$ cat src/rtl/alu_sequencer.sv
// Multi-cycle ALU sequencer: 8x8-bit register file, host load port and a
// READ/EXEC/WB(/WBH) pipeline that accepts one instruction at a time.
//
// state  | meaning
// -------+-----------------------------------------------------------
// IDLE   | waiting for host load or instruction; done pulses here
// READ   | instruction latched; operands read at the outgoing edge
// EXEC   | ALU result, high byte and status latched at outgoing edge
// WB     | result written to R[rd]
// WBH    | multiply high byte written to R[rd+1]
module alu_sequencer (
    input  logic       clk,
    input  logic       reset,
    input  logic       load_en,
    input  logic [2:0] load_addr,
    input  logic [7:0] load_data,
    input  logic       instr_valid,
    output logic       instr_ready,
    input  logic [3:0] opcode,
    input  logic [2:0] rd,
    input  logic [2:0] rs,
    input  logic [2:0] dbg_addr,
    output logic [7:0] dbg_data,
    output logic       busy,
    output logic       done,
    output logic [7:0] result,
    output logic [3:0] sreg
);

    localparam logic [3:0] OP_ADD  = 4'd0;
    localparam logic [3:0] OP_SUB  = 4'd1;
    localparam logic [3:0] OP_ADDC = 4'd2;
    localparam logic [3:0] OP_SUBC = 4'd3;
    localparam logic [3:0] OP_XOR  = 4'd4;
    localparam logic [3:0] OP_AND  = 4'd5;
    localparam logic [3:0] OP_OR   = 4'd6;
    localparam logic [3:0] OP_NAND = 4'd7;
    localparam logic [3:0] OP_LSL  = 4'd8;
    localparam logic [3:0] OP_LSR  = 4'd9;
    localparam logic [3:0] OP_ASL  = 4'd10;
    localparam logic [3:0] OP_ASR  = 4'd11;
    localparam logic [3:0] OP_ROL  = 4'd12;
    localparam logic [3:0] OP_ROR  = 4'd13;
    localparam logic [3:0] OP_MUL  = 4'd14;
    localparam logic [3:0] OP_CMP  = 4'd15;

    typedef enum logic [2:0] {
        S_IDLE,
        S_READ,
        S_EXEC,
        S_WB,
        S_WBH
    } state_t;

    state_t      state;
    state_t      state_nxt;

    logic [7:0]  regs [8];
    logic [3:0]  op_q;
    logic [2:0]  rd_q;
    logic [2:0]  rs_q;
    logic [7:0]  a_q;
    logic [7:0]  b_q;
    logic [7:0]  hi_q;

    logic        accept;
    logic        exec_en;
    logic        wb_lo;
    logic        wb_hi;
    logic        done_nxt;

    logic [7:0]  alu_res;
    logic [7:0]  alu_hi;
    logic        alu_c;
    logic        alu_v;
    logic [3:0]  alu_sreg;
    logic [15:0] prod;
    logic [8:0]  sum9;
    logic [8:0]  diff9;

    always_ff @(posedge clk) begin
        if (reset) begin
            state <= S_IDLE;
        end else begin
            state <= state_nxt;
        end
    end

    always_comb begin
        state_nxt   = state;
        instr_ready = 1'b0;
        accept      = 1'b0;
        exec_en     = 1'b0;
        wb_lo       = 1'b0;
        wb_hi       = 1'b0;
        done_nxt    = 1'b0;
        case (state)
            S_IDLE: begin
                // a host load in the same cycle wins; the instruction waits
                instr_ready = !load_en && !reset;
                if (instr_valid && instr_ready) begin
                    accept    = 1'b1;
                    state_nxt = S_READ;
                end
            end
            S_READ: state_nxt = S_EXEC;
            S_EXEC: begin
                exec_en = 1'b1;
                if (op_q == OP_CMP) begin
                    state_nxt = S_IDLE;
                    done_nxt  = 1'b1;
                end else begin
                    state_nxt = S_WB;
                end
            end
            S_WB: begin
                wb_lo = 1'b1;
                if (op_q == OP_MUL) begin
                    state_nxt = S_WBH;
                end else begin
                    state_nxt = S_IDLE;
                    done_nxt  = 1'b1;
                end
            end
            S_WBH: begin
                wb_hi     = 1'b1;
                state_nxt = S_IDLE;
                done_nxt  = 1'b1;
            end
            default: state_nxt = S_IDLE;
        endcase
    end

    // carry-in only participates for the with-carry variants
    assign sum9  = {1'b0, a_q} + {1'b0, b_q} + {8'd0, (op_q == OP_ADDC) & sreg[1]};
    assign diff9 = {1'b0, a_q} - {1'b0, b_q} - {8'd0, (op_q == OP_SUBC) & sreg[1]};
    assign prod  = {8'd0, a_q} * {8'd0, b_q};

    always_comb begin
        alu_res = 8'd0;
        alu_hi  = 8'd0;
        alu_c   = 1'b0;
        alu_v   = 1'b0;
        case (op_q)
            OP_ADD, OP_ADDC: begin
                alu_res = sum9[7:0];
                alu_c   = sum9[8];
                alu_v   = (a_q[7] == b_q[7]) && (sum9[7] != a_q[7]);
            end
            OP_SUB, OP_SUBC: begin
                alu_res = diff9[7:0];
                alu_c   = diff9[8];
                alu_v   = (a_q[7] != b_q[7]) && (diff9[7] != a_q[7]);
            end
            OP_XOR:  alu_res = a_q ^ b_q;
            OP_AND:  alu_res = a_q & b_q;
            OP_OR:   alu_res = a_q | b_q;
            OP_NAND: alu_res = ~(a_q & b_q);
            OP_LSL, OP_ASL: begin
                alu_res = {a_q[6:0], 1'b0};
                alu_c   = a_q[7];
            end
            OP_LSR: begin
                alu_res = {1'b0, a_q[7:1]};
                alu_c   = a_q[0];
            end
            OP_ASR: begin
                alu_res = {a_q[7], a_q[7:1]};
                alu_c   = a_q[0];
            end
            OP_ROL:  alu_res = {a_q[6:0], a_q[7]};
            OP_ROR:  alu_res = {a_q[0], a_q[7:1]};
            OP_MUL: begin
                alu_res = prod[7:0];
                alu_hi  = prod[15:8];
            end
            default: alu_res = 8'd0;
        endcase
        if (op_q == OP_CMP) begin
            alu_sreg = {3'b000, a_q == b_q};
        end else if (op_q == OP_MUL) begin
            alu_sreg = {1'b0, prod[15], 1'b0, prod == 16'd0};
        end else begin
            alu_sreg = {alu_v, alu_res[7], alu_c, alu_res == 8'd0};
        end
    end

    always_ff @(posedge clk) begin
        if (reset) begin
            for (int i = 0; i < 8; i++) begin
                regs[i] <= 8'd0;
            end
            op_q   <= 4'd0;
            rd_q   <= 3'd0;
            rs_q   <= 3'd0;
            a_q    <= 8'd0;
            b_q    <= 8'd0;
            hi_q   <= 8'd0;
            result <= 8'd0;
            sreg   <= 4'd0;
            done   <= 1'b0;
        end else begin
            done <= done_nxt;
            if (load_en && (state == S_IDLE)) begin
                regs[load_addr] <= load_data;
            end
            if (accept) begin
                op_q <= opcode;
                rd_q <= rd;
                rs_q <= rs;
            end
            if (state == S_READ) begin
                a_q <= regs[rd_q];
                b_q <= regs[rs_q];
            end
            if (exec_en) begin
                sreg <= alu_sreg;
                if (op_q != OP_CMP) begin
                    result <= alu_res;
                    hi_q   <= alu_hi;
                end
            end
            if (wb_lo) begin
                regs[rd_q] <= result;
            end
            if (wb_hi) begin
                regs[rd_q + 3'd1] <= hi_q;
            end
        end
    end

    assign dbg_data = regs[dbg_addr];
    assign busy     = (state != S_IDLE);

endmodule

$ cat config.mk
export PLATFORM = sky130hd
export DESIGN_NAME = alu_sequencer
export DESIGN_NICKNAME = d
export VERILOG_FILES = /design/src/rtl/alu_sequencer.sv
export SDC_FILE = /design/constraint.sdc
export NUM_CORES = 1
export LEC_CHECK = 0
export CAP_MARGIN = 20
export CORE_MARGIN = 8
export CORE_UTILIZATION = 35
export CTS_CLUSTER_DIAMETER = 30
export DETAILED_ROUTE_END_ITERATION = 10
export REMOVE_ABC_BUFFERS = 1
export SLEW_MARGIN = 30
export SYNTH_ARGS = -nofsm -noshare
export SYNTH_HDL_FRONTEND = slang
export SYNTH_SLANG_ARGS = --single-unit
$ cat constraint.sdc
create_clock -name clk -period 6.15 [get_ports clk]
set_clock_uncertainty 0.2 [all_clocks]
set_input_delay 1.23 -clock clk [delete_from_list [all_inputs] [get_ports clk]]
set_output_delay 1.23 -clock clk [all_outputs]
set_load 0.05 [all_outputs]
==> results.md <==
* Min cycle time layout at 5.49 ns
* # DRC at 0
* Later-pin clock latency in the skew report at 0.42 ns
* Iter 0 DRT Violations at 708
* Final hold violations at 0
* Placed Cells at 1321
* Detailed placement HPWL at 21200 um
* Synth unique cells at 74
* Yosys top cell area share at 20.2%
* CTS root buf: clkbuf_16
* Layout cells sized above 1 at between 10% and 20%
* Rows at 60
* Total track usage at 17.5%
* Routed wire per std cell at 21.4 um
* Worst Hold Class: flip-flop to flip-flop
* Crit. End Element: flip-flop
* Number of global-route vias before repair at 7423
* DRT antenna net count at 0
* Max VDD drop at 205 uV
* Top Ports at between 50 and 60
* RSZ-0062 raised after global routing: no
* Max-cap violations at 0
* Crit Path Max Fanout at 9
* Mapped Area at 9530 um^2
* Pwr/cell area at 231 nW/um^2
* Chip width at 181 um
* Synth warnings at 0
* Final worst-path cycle share at 89.3%
* Critical Path RT at 6.26 ns
* CTS Buf Count at 17
* Drt pass-1 iters at 5
* Port buffer count at 50
* Final setup fails at 0
* Final Slew Violations at 0
* Clk sinks at 114
* Clock slew at reported path FFs at roughly 0.060 ns
* Outcome: completed
* Max transition margin at 32.7%
* Vias per cell at 5.69
* # Post-CTS Setup Buffers at 0
* # hold bufs at CTS at 0
* Post-CTS sizing at 0
* Worst Path Arrival at 5.61 ns
* Leak pwr at 0.00433 uW
* EDFF count, synth at 64
* First-pass GRT wire length at between 40000 and 50000 um
* Initial Util at a little over a third
* CP startpoint kind: flip-flop
* RD Place Congestion at 0.912
* Total negative slack at 0 ns
* Yosys top cell by area: edfxtp_1
* H-tree depth at 4
* Synth Register Bits at 114
* Total congestion overflow at 0
* Total die area at 32800 um^2
* Main synth FF type: edfxtp_1
* Syn avg cell area at 9.85 um^2
* CTS tree: done
* CTS Buffer Depth at 2
* Final WL at ~29000 um
* WS Path Type: flip-flop to flip-flop
* Gate count of the mapped netlist at 967
* Worst slew pin tran at around 1 ns
* Nets at between 1000 and 1500
* Maximum clock frequency at around 180 MHz
* Vias at 7694
* Top post-synthesis cells by area: edfxtp_1 20%, mux4_2 11%, dfxtp_1 11%, ha_1 8.8%, fa_1 8.4%
* Die Y at 181 um
* Fin cells at 1353
* Ant diodes at 0
* Post-synth ARST share at 0%
* Register area share after synthesis at 30.7%
* Area grow syn2layout at 15.2%
* Antenna violations before repair at 1
* Pin count of the biggest net entering global routing at 48
* Core Region at 26900 um^2
## cell type report
cell class / instances / area (um^2)
Sequential cell: 114 / 2920
Multi-Input combinational cell: 720 / 6100
Inverter: 82 / 308
Tap cell: 341 / 427
Clock inverter: 13 / 185
Clock buffer: 19 / 433
Timing Repair Buffer: 64 / 601
Fill cell: 2646 / 15900
## synthesized netlist by cell type (all sizes together) (8+ instances only)
library cell / n
mux2: 9
edfxtp: 64
nor3: 21
clkbuf: 24
mux2i: 43
inv: 76
buf: 27
a22oi: 8
ha: 67
nor2: 178
o21ai: 24
mux4: 48
fa: 40
xor2: 12
dfxtp: 50
and3: 8
nand3: 15
xnor2: 8
a211oi: 29
a21oi: 29
nand2: 56
## worst max-delay path, cell delays in order, from the launching register on
cell      delay, ns
dfxtp_1        0.43
clkinv_1       0.31
nor2_1         0.23
fa_1           0.47
fa_1           0.54
fa_1           0.55
inv_1          0.05
fa_1           0.53
inv_1          0.04
ha_1           0.21
nor3_1         0.22
or3b_4         0.44
o21a_1         0.20
o311ai_0       0.51
a211oi_1       0.10
a21o_1         0.19
a31o_1         0.17
## per-stage QoR
| stage | cell area [um^2] | hold slack [ns] | util (%) | setup slack [ns] | total power, uW |
|---|---|---|---|---|---|
| floorplan | 9320 | 0.226 | - | 1.09 | 1290 |
| global placement | 10400 | 0.251 | 38.5 | 0.768 | 1500 |
| detailed placement | 10400 | 0.256 | 38.5 | 0.663 | 1500 |
| CTS | 11000 | 0.263 | 40.8 | 0.636 | 2540 |
| global route | 11000 | 0.279 | 40.8 | 0.373 | 2630 |
| finish | 11000 | 0.264 | 40.8 | 0.656 | 2540 |
## where the power goes
group	total, uW	leakage (uW)	internal (uW)	switching, uW
clock network	1040	0.000299	678	360
registers	892	0.00107	844	47.4
logic	607	0.00296	237	370
total	2540	0.00433	1760	777
## per-layer routing
metal  part of all wire, %  up-vias  GRT usage [%]
met5                 0.034        -              0
met3                   8.4       38           4.85
met2                    46      303           27.5
met4                   2.1        2           5.05
met1                    43     3794           23.3
li1                      -     3557              -
## kinds of logic (layout without fill, tap and decap cells)
logic type               after synthesis  in the layout  synth area share (%)
AO/OA/AOI/OAI                        158            158                  11.6
multiplexers                         100            100                  16.9
buffers and inverters                133            178                  5.45
AND/OR/NAND/NOR                      334            334                  16.0
flip-flops                           114            114                  30.7
XOR/XNOR                              21             21                  2.08
adder cells (fa/ha/maj)              107            107                  17.2
## worst paths after layout
path | to | slack (ns) | depth (start not counted) | from
hold reg to reg | hi_q[6] | 0.26 | 2 | hi_q[6]
hold / removal | hi_q[6] | 0.26 | 2 | hi_q[6]
setup / recovery | sreg[0] | 0.66 | 16 | a_q[5]
setup reg to reg | sreg[0] | 0.66 | 16 | a_q[5]
## state kept, by name, indices dropped and copies added (netlist names)
signal / count
a_q: 8
b_q: 8
done: 1
hi_q: 8
op_q: 4
rd_q: 3
regs: 64
result: 8
rs_q: 3
sreg: 4
state: 3
## placed cells by master, fill, tap and decap left out, types with 28 or more instances in the layout
cell,count
a211oi_1,28
a21oi_1,29
clkdlybuf4s50_1,49
dfxtp_1,50
edfxtp_1,64
fa_1,40
ha_1,67
inv_1,76
mux2i_1,43
mux4_2,48
nand2_1,56
nor2_1,178
(Power assumes the default switching activity.)
